$ cat src/rtl/pipe_stage_reg.sv
// pipe_stage_reg: elastic valid/ready stage register; reset/flush leaves RST_VAL on out_data. Option macro: PIPE_STAGE_SKID_EN.
// Latency: 1 cycle from input fire to out_valid/out_data; full throughput with out_ready held high.
// Backpressure: skid build holds one extra payload and registers in_ready; otherwise in_ready = !out_valid || out_ready.
module pipe_stage_reg #(
    parameter int unsigned      WIDTH   = 128,
    parameter logic [WIDTH-1:0] RST_VAL = {WIDTH{1'b0}}
) (
    input  logic             clk,
    input  logic             rst,
    input  logic             flush,
    input  logic             in_valid,
    output logic             in_ready,
    input  logic [WIDTH-1:0] in_data,
    output logic             out_valid,
    input  logic             out_ready,
    output logic [WIDTH-1:0] out_data,
    output logic [1:0]       level
);

    logic             in_fire;
    logic             out_fire;
    logic [WIDTH-1:0] main_q;

    assign in_fire  = in_valid && in_ready;
    assign out_fire = out_valid && out_ready;

`ifdef PIPE_STAGE_SKID_EN
    typedef enum logic [1:0] {
        EMPTY = 2'd0,
        BUSY  = 2'd1,
        FULL  = 2'd2
    } state_t;

    state_t           state_q;
    state_t           state_d;
    logic             in_ready_q;
    logic [WIDTH-1:0] skid_q;

    // in_ready comes straight from a flop so the stall path stops here.
    always_ff @(posedge clk) begin
        if (rst || flush) begin
            state_q    <= EMPTY;
            in_ready_q <= 1'b1;
        end else begin
            state_q    <= state_d;
            in_ready_q <= (state_d != FULL);
        end
    end

    always_comb begin
        state_d = state_q;
        case (state_q)
            EMPTY: if (in_fire) state_d = BUSY;
            BUSY: begin
                if (in_fire && !out_fire)      state_d = FULL;
                else if (!in_fire && out_fire) state_d = EMPTY;
            end
            FULL:    if (out_fire) state_d = BUSY;
            default: state_d = EMPTY;
        endcase
    end

    always_comb begin
        out_valid = (state_q != EMPTY);
        in_ready  = in_ready_q;
        level     = (state_q == FULL) ? 2'd2 :
                    (state_q == BUSY) ? 2'd1 : 2'd0;
    end

    // main always feeds out_data; skid only catches the payload taken while out_ready was low.
    always_ff @(posedge clk) begin
        if (rst || flush) begin
            main_q <= RST_VAL;
            skid_q <= RST_VAL;
        end else begin
            if (in_fire && ((state_q == EMPTY) || out_fire))
                main_q <= in_data;
            else if ((state_q == FULL) && out_fire)
                main_q <= skid_q;
            if (in_fire && (state_q == BUSY) && !out_fire)
                skid_q <= in_data;
        end
    end
`else
    logic busy_q;
    logic busy_d;

    always_ff @(posedge clk) begin
        if (rst || flush) busy_q <= 1'b0;
        else              busy_q <= busy_d;
    end

    always_comb begin
        busy_d = busy_q;
        if (in_fire)       busy_d = 1'b1;
        else if (out_fire) busy_d = 1'b0;
    end

    always_comb begin
        out_valid = busy_q;
        in_ready  = !busy_q || out_ready;
        level     = {1'b0, busy_q};
    end

    always_ff @(posedge clk) begin
        if (rst || flush) main_q <= RST_VAL;
        else if (in_fire) main_q <= in_data;
    end
`endif

    assign out_data = main_q;

endmodule

$ cat config.mk
export PLATFORM = sky130hd
export DESIGN_NAME = pipe_stage_reg
export DESIGN_NICKNAME = d
export VERILOG_FILES = /design/src/rtl/pipe_stage_reg.sv
export SDC_FILE = /design/constraint.sdc
export NUM_CORES = 1
export LEC_CHECK = 0
export ABC_AREA = 1
export CAP_MARGIN = 10
export CORE_ASPECT_RATIO = 0.8
export CORE_MARGIN = 4
export CORE_UTILIZATION = 45
export DETAILED_ROUTE_END_ITERATION = 16
export PLACE_DENSITY = 0.95
export RECOVER_POWER = 25
export SYNTH_ARGS = -nofsm -noshare
export SYNTH_HDL_FRONTEND = slang
export SYNTH_SLANG_ARGS = --single-unit
$ cat constraint.sdc
create_clock -name clk -period 2.36 [get_ports clk]
set_input_delay 0.59 -clock clk [delete_from_list [all_inputs] [get_ports clk]]
set_output_delay 0.59 -clock clk [all_outputs]
set_load 0.02 [all_outputs]
==> results.cfg <==
[global_routing]
track_usage_pct = 22.0
grt_pass1_wl_um = 27000
grt_max_degree = 130
grt_pass1_vias = 5616
grt_overflow = 0
antenna_found_initial = 0

[floorplan]
die_area_mm2 = 0.0150
die_h_um = 110
rows = 37
core_mm2 = 0.0129
io-pin-count = 265
die-width_um = 136
initial_core_util_pct = 45.9

[timing]
timing.setup.tns_ns = 0
rsz0062_at_grt = false
tightest_slew_ns = 0.879
hold_viol = 0
fin_hold_ws_ns = 0.476
slew_viol_final = 0
finalCritPeriodShare_pct = 94.8
clock.fmax_mhz = 447
skew_ns = 0.00560
finalSetupViolations = 0
fin_crit_ns = 2.24
setup_slack_ns = 0.122
relSlewSlack_pct = 41.4

[clock_tree]
clk_latency_ns = 0.41
hold_buffers = 0
cts.sinks = 129
cts_tree = done
cts_inserted_buffers = 17
clockRootBuffer = clkbuf_16
cts_buffer_depth = 2
clk_pin_slew_ns = 0.06
h-tree-depth = 4

[pwr]
p_leak_nw = 4.04
finalPower_mw = 6.12
powerDensity_mw_per_mm2 = 682
ir_worst_vdd_mv = 0.450

[critical_path]
cp_cell_sequence = dlygate4sd3_1 -> inv_1 -> nand2_8 -> dlygate4sd2_1
cp_max_fo = 2
arrival_ns = 1.65
crit_path_top_delay_cell = dlygate4sd3_1
worst-setup-path-type = primary input to output port
endpoint_kind = output port
cpPeakStageDelay_ns = 0.53
worstPathRequired_ns = 1.77
startpoint_type = primary input

[placement]
place_ws_ns = -0.0302
dp_hpwl_um = 11700
place.gp.congestion = 0.779
dp.cells = 1225
portBuffers = 263
placed_cell_area_mm2 = 0.00837

[synth]
ys_warn_count = 0
synth_area_mm2 = 0.00591
synth-seq-area-share_pct = 43.7
synthCells = 848
synth.distinct_cells = 14
syn_avg_cell_area_um2 = 6.97
synth_seq_cells = 129
synth_fp_nets = 981

[route]
drtPass1Iterations = 8
first_iter_violations = 313
vias = 6055
ant_nets = 0
drcViolationCount = 0
wl_um = 17400
wire_per_inst_um = 13.8
vias_per_cell = 4.82

[status]
outcome = finished clean

[flow_run]
maxCapViolCount = 0

[worst_hold_path]
hold_class = flip-flop to flip-flop

[final_layout]
final_cells = 1256
layout-drive-gt1-share_pct = 4.16
finalNetCount = 1202
finalInstanceArea_mm2 = 0.00898
area_growth_pct = 52.0
diodes = 0
postLayoutCoreUtil_pct = 69.8
metal layers:
| metal | GRT usage [%] | vias to the layer above | wire length [um] |
|---|---|---|---|
| li1 | - | 3066 | - |
| met1 | 23.4 | 2730 | 6800 |
| met2 | 38.8 | 219 | 8630 |
| met3 | 8.06 | 40 | 1430 |
| met4 | 9.47 | 0 | 497 |
| met5 | 0 | - | 0 |
critical path: cells and delay by family:
family / cells / cell delay [ns]
and+or+nand+nor: 1 / 0.05
buffers and inverters: 3 / 1.01
power by group:
part           switching (mW)  internal [mW]  total, mW  leakage [nW]
Sequential             0.0517           2.28       2.33          1.06
Clock                   0.939           1.84       2.78         0.301
Combinational           0.498          0.519       1.02          2.68
layout make-up:
class                           count  area (um^2)
Fill cell                         990         3890
Timing Repair Buffer              275         2780
Sequential cell                   129         2580
Multi-Input combinational cell    517         2290
Inverter                          129          484
Clock buffer                       21          470
Tap cell                          175          219
Clock inverter                     10          158
synthesized netlist by cell type (all sizes together):
cell	instances	area share [%]
a21oi	129	11
dfxtp	129	44
inv	129	8.2
nand2	129	8.2
nor2	129	8.2
nand3	128	11
buf	72	9.7
clkbuf	1	0.063
conb	1	0.063
nor3	1	0.085
final timing paths:
path	cells past startpoint	end	from	slack, ns
worst max register to register	6	out_data[60]	out_valid	0.62
worst max-delay path	4	in_ready	out_ready	0.12
worst min register to register	2	out_data[88]	out_data[88]	0.48
worst min-delay path	2	out_data[88]	out_data[88]	0.48
placed cells by master, fill, tap and decap left out:
master | synthesis | final
buf_4 | 19 | 5
inv_1 | 129 | 129
buf_12 | 0 | 4
clkinvlp_4 | 0 | 3
clkbuf_4 | 0 | 1
nand3_1 | 128 | 128
clkinv_2 | 0 | 3
dfxtp_1 | 129 | 129
clkbuf_16 | 0 | 17
conb_1 | 1 | 1
nor3_1 | 1 | 1
bufinv_16 | 0 | 4
a21oi_1 | 129 | 129
clkbuf_1 | 1 | 1
clkbuf_8 | 0 | 3
clkdlybuf4s50_1 | 0 | 260
buf_6 | 26 | 3
dlygate4sd2_1 | 0 | 1
dlygate4sd3_1 | 0 | 1
nor2_4 | 0 | 1
nor2_1 | 128 | 128
nand2_8 | 0 | 1
nand2_1 | 128 | 128
cell families (layout without fill, tap and decap cells):
kind of cell / Yosys count / after routing / synth area share (%)
simple gates: 387 / 387 / 27.4
buf+inv: 202 / 435 / 17.9
flops: 129 / 129 / 43.7
other cells: 1 / 1 / 0.0635
compound gates: 129 / 129 / 10.9
what timing repair did:
action	in CTS	in global routing
setup buffers	0	0
gates resized for setup	1	0
setup endpoints to repair	1	0
state kept, by name, summed over array words and instances (netlist names):
signal and count:
out_valid 1, out_data 128
Power figures use the tool's default switching activity.
